--- config.mk ---
export PLATFORM = sky130hd
export DESIGN_NAME = io_input_debounce
export DESIGN_NICKNAME = d
export VERILOG_FILES = /design/src/rtl/io_input_debounce.sv
export SDC_FILE = /design/constraint.sdc
export NUM_CORES = 1
export LEC_CHECK = 0
export BUFFER_PORTS_ARGS = -buffer_cell sky130_fd_sc_hd__buf_2
export CAP_MARGIN = 20
export CORE_ASPECT_RATIO = 0.5
export CORE_UTILIZATION = 51
export DETAILED_ROUTE_END_ITERATION = 8
export PLACE_DENSITY = 0.83
export SYNTH_ARGS = -nofsm -noshare
export SYNTH_HDL_FRONTEND = slang
export SYNTH_SLANG_ARGS = --single-unit
--- constraint.sdc ---
create_clock -name clock -period 1.5 [get_ports clock]
set_input_delay 0 -clock clock [delete_from_list [all_inputs] [get_ports clock]]
set_output_delay 0 -clock clock [all_outputs]
set_load 0.02 [all_outputs]
--- src/rtl/io_input_debounce.sv ---
// io_input_debounce -- two independent switch/key input ports for the MEM stage.
// Each port synchronizes its raw inputs through two flops, optionally debounces
// them, and exposes {chg, zeros, stable} as a 32-bit read word. The sticky chg
// flag is set whenever a new stable value is committed. It is cleared by the
// port's read strobe, and a commit on the same edge as the strobe takes priority.
// Optional feature macro: IO_DEBOUNCE_EN. When it is defined, a change is accepted
// only after DB_CYCLES stable cycles. When it is undefined, the synchronized input
// passes straight through, and DB_CYCLES has no effect.
module io_input_debounce #(
    parameter int WIDTH     = 10,
    parameter int DB_CYCLES = 50000
) (
    input  logic             clock,
    input  logic             resetn,
    input  logic [WIDTH-1:0] raw_in0,
    input  logic [WIDTH-1:0] raw_in1,
    input  logic             rd_en0,
    input  logic             rd_en1,
    output logic [31:0]      in_port0,
    output logic [31:0]      in_port1
);

`ifdef IO_DEBOUNCE_EN
    localparam int CNT_W = (DB_CYCLES > 2) ? $clog2(DB_CYCLES) : 1;
    localparam logic [CNT_W-1:0] CNT_MAX = CNT_W'(DB_CYCLES - 1);
`else
    logic w_unused_db_cfg;
    assign w_unused_db_cfg = (DB_CYCLES > 1);
`endif

    for (genvar g = 0; g < 2; g++) begin : g_port
        logic [WIDTH-1:0] w_raw;
        logic             w_rd_en;
        logic             w_commit;
        logic [WIDTH-1:0] r_s1;
        logic [WIDTH-1:0] r_s2;
        logic [WIDTH-1:0] r_stable;
        logic             r_chg;

        assign w_raw   = (g == 0) ? raw_in0 : raw_in1;
        assign w_rd_en = (g == 0) ? rd_en0  : rd_en1;

`ifdef IO_DEBOUNCE_EN
        logic [WIDTH-1:0] r_cand;
        logic [CNT_W-1:0] r_cnt;

        // A commit happens when the candidate has been held for DB_CYCLES cycles
        // and differs from the currently accepted value.
        assign w_commit = (r_s2 == r_cand) && (r_cand != r_stable) && (r_cnt == CNT_MAX);

        // Synchronizer, candidate tracking, saturating stability counter and commit.
        always_ff @(posedge clock) begin
            if (!resetn) begin
                r_s1     <= '0;
                r_s2     <= '0;
                r_cand   <= '0;
                r_cnt    <= '0;
                r_stable <= '0;
            end else begin
                r_s1 <= w_raw;
                r_s2 <= r_s1;
                if (r_s2 != r_cand) begin
                    // A bounce or a new value restarts counting.
                    r_cand <= r_s2;
                    r_cnt  <= '0;
                end else if (r_cand == r_stable) begin
                    r_cnt <= '0;
                end else if (w_commit) begin
                    r_stable <= r_cand;
                    r_cnt    <= '0;
                end else begin
                    r_cnt <= r_cnt + CNT_W'(1);
                end
            end
        end
`else
        // Any difference between the synchronized input and the held value is a change.
        assign w_commit = (r_s2 != r_stable);

        // Two-flop synchronizer, followed by a direct update of the stable value.
        always_ff @(posedge clock) begin
            if (!resetn) begin
                r_s1     <= '0;
                r_s2     <= '0;
                r_stable <= '0;
            end else begin
                r_s1     <= w_raw;
                r_s2     <= r_s1;
                r_stable <= r_s2;
            end
        end
`endif

        // Sticky change flag: set on commit, cleared by a read, with set taking priority.
        always_ff @(posedge clock) begin
            if (!resetn) begin
                r_chg <= 1'b0;
            end else if (w_commit) begin
                r_chg <= 1'b1;
            end else if (w_rd_en) begin
                r_chg <= 1'b0;
            end else begin
                r_chg <= r_chg;
            end
        end
    end

    assign in_port0 = {g_port[0].r_chg, 31'(g_port[0].r_stable)};
    assign in_port1 = {g_port[1].r_chg, 31'(g_port[1].r_stable)};

endmodule

==> results.txt, run 1 <==
----------------------------------------------------
[Place]
  Count of buffers inserted at the top-level ports ... 45
  Pre-CTS setup slack ... 429.6 ps
  Final RePlAce weighted congestion ... 0.7158
  Total half-perimeter wirelength after legalization and detailed placement ... 2182 um

[Critical path]
  Cell with the biggest individual delay on the critical path ... dfxtp_1
  Delay of the slowest cell on the worst path ... 320 ps
  Critical Path End Type ... flip-flop
  Family with the most delay on the worst path ... compound AO/OA/AOI/OAI gates
  Data required time at the worst endpoint ... 1720 ps
  Largest fanout on the critical path ... 2
  Total buffers and inverters traversed by the critical path ... 0
  Crit Path Category ... reg -> reg
  Critical Path Source Type ... flip-flop
  Ordered cell list for the critical path ... xnor2_1 -> o2111ai_1 -> o31a_1
  Worst Path Arrival ... 1320 ps

[Clock network]
  Post-CTS resize count ... 0
  TritonCTS clock tree ... done
  Number of buffers between clock root and the deepest sink ... 2
  Clk slew on worst S/H paths ... 60 ps
  Buffer cell driving the clock tree root ... clkbuf_8
  Total clock buffers created by CTS ... 9
  Sinks on the clock net ... 62
  CTS H-tree lvls ... 3
  Later-pin clock latency in the skew report ... 320 ps

[Floorplan]
  Core region area ... 0.004044 mm2
  Initial core utilization ... 55.29%
  Chip Width ... 95.64 um
  Die area ... 0.004669 mm2
  Number of cell rows ... 16
  Vertical extent of the die ... 48.82 um
  I/O pins ... 88

[Synth]
  Register bit count reported by yosys ... 62
  Netlist cell types ... 13
  Synthesized instance count ... 203
  Avg Inst Size Synth ... 11.01 um2
  Sequential element share of the synthesized area ... 55.51%
  Ys Warns ... 0
  Syn Std Cell Area ... 0.002236 mm2

[Global route]
  Antenna violations before repair ... 0
  Final global-route overflow total ... 0
  Via count of the first global-routing pass ... 1145
  Largest net degree at the start of global routing ... 35
  Wire length of the first global-routing pass ... 5154 um
  All-Layer GR Usage ... 15.82%

[Detailed routing]
  Via count ... 1339
  Average via count per standard cell ... 4.058
  First-pass detailed-route iteration total ... 4
  ANT nets after route ... 0
  Number of DRC violations after detailed-routing iteration 0 ... 27
  Final Routed Wirelength ... 3427 um
  Detailed-route wire length per cell ... 10.38 um
  Detailed-route DRC error count ... 0

[Power]
  Net switching power figure ... 0.8037 mW
  Sw Ratio ... 21.55%
  Fraction of power consumed by combinational cells ... 8.9%
  Share of total power in sequential cells ... 46.9%
  Power density of the placed cells ... 1343 mW/mm2
  Leakage component of the power ... 1.288 nW
  Peak VDD IR ... 0.5939 mV
  Clock network power share ... 44.2%
  Total internal power ... 2.925 mW

[Job]
  Max-capacitance violation count ... 0

[STA]
  Setup slack after layout ... 400.1 ps
  Fraction of the cycle the final worst path needs ... 73.33%
  Setup total negative slack ... 0 ps
  RSZ-0062 raised after global routing ... false
  Number of endpoints with negative hold slack in the final report ... 0
  Minimum clock period ... 1100 ps
  Maximum clock frequency ... 909.2 MHz
  Final setup viols ... 0
  Worst Clk Skew ... 6.649 ps
  Number of slew-limit violations in the final report ... 0
  Hold Slack ... 139.3 ps

[Layout]
  Final #Nets ... 295
  Area of combinational cells with multiple inputs ... 780.7 um2
  Ratio of cells with drive above 1 in the final layout ... 22.83%
  Fill cell total of the finished layout ... 300
  Area taken by flip-flops and latches ... 0.001241 mm2
  ANT cells ... 0
  Area growth syn-to-layout ... 24.17%

[Worst hold path]
  Tightest Hold Check Type ... in -> reg

[Status]
  Result of the run ... finished, final reports clean

----------------------------------------------------
stage by stage:
stage / instances / area, um2 / util (%) / total power [mW]
5_1_grt: 330 / 2776 / 68.66 / 3.890
4_1_cts: 330 / 2776 / 68.66 / 3.777
2_1_floorplan: 244 / 2390 / - / 2.088
3_5_place_dp: 294 / 2342 / 57.92 / 2.075
6_report: 330 / 2776 / 68.66 / 3.729
3_3_place_gp: 294 / 2342 / 57.92 / 2.066
registers in the layout (all words and copies together), names as in the netlist:
register / count
g_port.r_chg: 2
g_port.r_s1: 20
g_port.r_s2: 20
g_port.r_stable: 20
path summary, 6_finish.rpt:
kind / slack, ps / cells past startpoint / start / endpoint
setup / recovery: 400 / 3 / g_port[0].r_stable[3]$_SDFF_PN0_ / g_port[0].r_chg$_SDFFE_PN0P_
hold reg to reg: 430 / 1 / g_port[1].r_s1[2]$_SDFF_PN0_ / g_port[1].r_s2[2]$_SDFF_PN0_
setup reg to reg: 400 / 3 / g_port[0].r_stable[3]$_SDFF_PN0_ / g_port[0].r_chg$_SDFFE_PN0P_
hold / removal: 140 / 2 / resetn / g_port[0].r_s1[0]$_SDFF_PN0_
synthesized netlist by cell type (all sizes together):
| master | count | area [um2] |
|---|---|---|
| and2 | 60 | 375.4 |
| buf | 45 | 335.3 |
| clkbuf | 5 | 25.02 |
| conb | 1 | 3.750 |
| dfxtp | 62 | 1241 |
| inv | 2 | 7.510 |
| nand3 | 2 | 10.01 |
| nand4 | 2 | 12.51 |
| o2111ai | 2 | 17.52 |
| o31a | 2 | 17.52 |
| xnor2 | 20 | 190.2 |
layer usage:
layer	vias to the layer above	track usage, %	routed length [um]
li1	673	-	-
met1	592	16.47	1395
met2	68	25.60	1708
met3	6	7.165	258
met4	0	10.95	65
met5	-	0	0
placed cells by master (no fill, tap or decap):
cell / count
and2_1: 60
buf_12: 1
buf_2: 45
bufinv_16: 2
clkbuf_1: 1
clkbuf_8: 12
clkinv_2: 1
conb_1: 42
dfxtp_1: 62
dlygate4sd3_1: 20
inv_1: 2
nand3_1: 2
nand4_1: 2
o2111ai_1: 2
o31a_1: 2
xnor2_1: 18
xnor2_2: 2
power by group through the flow:
stage	Sequential, mW	Clock [mW]	Combinational, mW
floorplan	1.80	0	0.291
global placement	1.78	0	0.282
detailed placement	1.79	0	0.288
CTS	1.75	1.70	0.328
global route	1.76	1.77	0.362
finish	1.75	1.65	0.331
logic make-up after synthesis:
family / Yosys count / synth area share [%]
simple gates: 64 / 17.80
compound gates: 4 / 1.567
xor+xnor: 20 / 8.506
flops: 62 / 55.51
buf+inv: 52 / 16.45
other cells: 1 / 0.1677
layout make-up:
cell class | count | share of cell area, %
repair buffers | 66 | 16.04
inverters | 2 | 0.2704
flip-flops and latches | 62 | 44.70
multi-input cells | 130 | 28.12
clock inverters | 3 | 2.343
well taps | 54 | 2.434
clock buffers | 13 | 6.084
timing repair:
action | 4_1_cts | 5_1_grt
hold buffers | 20 | 0
endpoints found under the hold margin | 20 | 0
buffers inserted | 0 | 0
Power figures use the tool's default switching activity.
==> run 2: changes to the inputs <==
Settings changed: CORE_UTILIZATION 51 to 43, PLACE_DENSITY 0.83 to 0.75.
Clock period 1.5 ns to 0.9 ns, I/O delays scaled along.
==> run 2 against run 1 <==
Net effect:
- the flow now finishes with violations (setup timing)
- via count decreased by 1.0%
- first-iteration DRC count decreased by 3.7%
- non-clock buffer count decreased by 1
- clock skew decreased by 0.71 ps
- maximum frequency increased by 4.9%
- worst hold slack got worse by 60 ps
- largest cell class unchanged
- cell count increased by 4.5%
- sequential cell count unchanged
- sequential power increased by 65%
- setup slack got worse by 550 ps
- sequential share of layout area increased by 1.5 points
- count of clock-buffer cells in the layout decreased by 2
==> results.txt, run 2 (synthesis results as in run 1) <==
----------------------------------------------------
[Detailed routing]
  Average via count per standard cell ... 3.841 (-5.3%)
  Detailed-route DRC error count ... 0 (unchanged)
  Number of DRC violations after detailed-routing iteration 0 ... 26 (-3.7%)
  Detailed-route wire length per cell ... 9.406 um (-9.4%)
  Via count ... 1325 (-1.0%)
  Final Routed Wirelength ... 3245 um (-5.3%)
  ANT nets after route ... 0 (unchanged)
  First-pass detailed-route iteration total ... 2 (-2)

[STA]
  Tightest Pin Transition ... 755.4 ps
  Final setup viols ... 2 (+2)
  Hold Slack ... 79.47 ps (-59.86 ps)
  Setup total negative slack ... -289.2 ps (-289.2 ps)
  Relative max-transition margin ... 49.64%
  Worst Clk Skew ... 5.935 ps (-0.7140 ps)
  Fraction of the cycle the final worst path needs ... 116.5% (+43 points)
  Number of endpoints with negative hold slack in the final report ... 0 (unchanged)
  Maximum clock frequency ... 953.5 MHz (+4.9%)
  Minimum clock period ... 1049 ps (-51.12 ps)
  Setup slack after layout ... -148.8 ps (-548.9 ps)
  RSZ-0062 raised after global routing ... true
  Number of slew-limit violations in the final report ... 0 (unchanged)

[Floorplan]
  Initial core utilization ... 45.13% (-10 points)
  Chip Width ... 104.0 um (+8.7%)
  Number of cell rows ... 18 (+2)
  Core region area ... 0.004955 mm2 (+23%)
  I/O pins ... 88 (unchanged)
  Vertical extent of the die ... 52.99 um (+8.5%)
  Die area ... 0.005510 mm2 (+18%)

[Global route]
  Largest net degree at the start of global routing ... 63 (+80%)
  All-Layer GR Usage ... 13.13% (-2.7 points)
  Via count of the first global-routing pass ... 1153 (+0.70%)
  Final global-route overflow total ... 0 (unchanged)
  Antenna violations before repair ... 0 (unchanged)
  Wire length of the first global-routing pass ... 5188 um (+0.66%)

[Critical path]
  Critical Path End Type ... flip-flop
  Cells on worst reg2reg path ... 3 (unchanged)
  Cell with the biggest individual delay on the critical path ... dfxtp_4
  Data required time at the worst endpoint ... 1120 ps (-600 ps)
  Largest fanout on the critical path ... 2 (unchanged)
  Critical Path Source Type ... flip-flop
  Worst Path Arrival ... 1270 ps (-50 ps)
  Ordered cell list for the critical path ... xnor2_1 -> nand4_1 -> o31a_1
  Crit Path Category ... reg -> reg
  Delay of the slowest cell on the worst path ... 340 ps (+20 ps)

[Clock network]
  Total clock buffers created by CTS ... 9 (unchanged)
  TritonCTS clock tree ... done
  Number of buffers between clock root and the deepest sink ... 2 (unchanged)
  Buffer cell driving the clock tree root ... clkbuf_8
  Later-pin clock latency in the skew report ... 330 ps (about the same)
  Post-CTS Setup Bufs ... 0 (unchanged)
  Clk slew on worst S/H paths ... 60 ps (about the same)
  CTS H-tree lvls ... 3 (unchanged)
  Sinks on the clock net ... 62 (unchanged)

[Layout]
  Ratio of cells with drive above 1 in the final layout ... 30.91% (+8.1 points)
  Final #Nets ... 294 (-0.34%)
  ANT cells ... 0 (unchanged)
  Commonest non-fill, non-tap cells in the layout ... and2_1 (60), buf_2 (44), conb_1 (42)
  Most common cell after layout, fill and taps aside ... and2_1
  Area growth syn-to-layout ... 27.64%
  Registers with the most flip-flops ... g_port.r_s1 (20), g_port.r_s2 (20), g_port.r_stable (20)

[Power]
  Fraction of power consumed by combinational cells ... 9.3% (+0.4 points)
  Total power draw ... 5.914 mW (+59%)
  Power density of the placed cells ... 2072 mW/mm2 (+54%)
  Leakage component of the power ... 1.288 nW (about the same)
  Net switching power figure ... 1.320 mW (+64%)
  Share of total power in sequential cells ... 48.6% (+1.7 points)
  Total internal power ... 4.594 mW (+57%)
  Peak VDD IR ... 1.218 mV (+110%)
  Clock network power share ... 42.1% (-2.1 points)
  Sw Ratio ... 22.32% (+0.77 points)

[Status]
  Result of the run ... finished with violations
  Violations in the final reports ... setup timing

[Place]
  Final RePlAce weighted congestion ... 0.6506 (-9.1%)
  Total half-perimeter wirelength after legalization and detailed placement ... 2144 um (-1.7%)
  Count of buffers inserted at the top-level ports ... 45 (unchanged)

[Worst hold path]
  Hold path cells ... 3 (+1)
  Tightest Hold Check Type ... in -> reg

[Job]
  Max-capacitance violation count ... 0 (unchanged)

----------------------------------------------------
[run 2: cell types whose count changed in the layout (fill, tap and decap cells not counted), moves of 2 or more]
cell and delta:
xnor2_2 +3, clkbuf_8 -3, dfxtp_4 +20, dfxtp_2 +2, xnor2_1 -3, dfxtp_1 -22
[run 2: cell type report]
type | instances | area (um2)
flip-flops and latches | 62 | 1319
repair buffers | 65 | 431.7
clock inverters | 5 | 73.82
well taps | 70 | 87.58
multi-input cells | 130 | 803.3
clock buffers | 11 | 131.4
fillers | 416 | 2101
inverters | 2 | 7.507
[run 2: per-stage QoR]
step / worst slack, ps / util (%) / area, um2 / cells
2_1_floorplan: -55.51 / - / 2465 / 244
3_3_place_gp: -128.7 / 48.94 / 2425 / 310
3_5_place_dp: -166.3 / 48.94 / 2425 / 310
4_1_cts: -164.2 / 57.20 / 2834 / 346
5_1_grt: -225.7 / 57.60 / 2854 / 345
6_report: -148.8 / 57.60 / 2854 / 345
[run 2: what timing repair did]
item / 4_1_cts / 5_1_grt
gates resized for setup: 2 / 5
pin swaps: 1 / 2
endpoints found under the setup margin: 3 / 3
cloned: 0 / 0
hold buffers: 20 / 0
hold endpoints to repair: 20 / 0
[run 2: final timing paths]
path	from	end	slack, ps
worst min-delay path	rd_en0	g_port[0].r_chg$_SDFFE_PN0P_	80
worst min register to register	g_port[0].r_s1[9]$_SDFF_PN0_	g_port[0].r_s2[9]$_SDFF_PN0_	430
worst max register to register	g_port[1].r_stable[6]$_SDFF_PN0_	g_port[1].r_chg$_SDFFE_PN0P_	-150
worst max-delay path	g_port[1].r_stable[6]$_SDFF_PN0_	g_port[1].r_chg$_SDFFE_PN0P_	-150
[run 2: critical path, delay by kind of cell, from the launching register on]
family,cells,cell delay [ps]
AOI/OAI and AO/OA,1,300
and+or+nand+nor,1,160
DFF,1,340
xor gates and xnor gates,1,130
[run 2: power groups by stage]
stage | combinational [mW] | clock, mW | sequential, mW
6_report | 0.547 | 2.49 | 2.88
2_1_floorplan | 0.486 | 0 | 2.95
3_3_place_gp | 0.466 | 0 | 2.93
4_1_cts | 0.546 | 2.57 | 2.87
3_5_place_dp | 0.477 | 0 | 2.93
5_1_grt | 0.599 | 2.72 | 2.89
[run 2: layer usage]
metal / track usage [%] / part of all wire [%] / routed length (um)
met1: 12.74 / 41 / 1341
met2: 23.22 / 49 / 1592
met3: 8.005 / 8.0 / 260
met4: 5.714 / 1.6 / 51
met5: 0 / 0 / 0
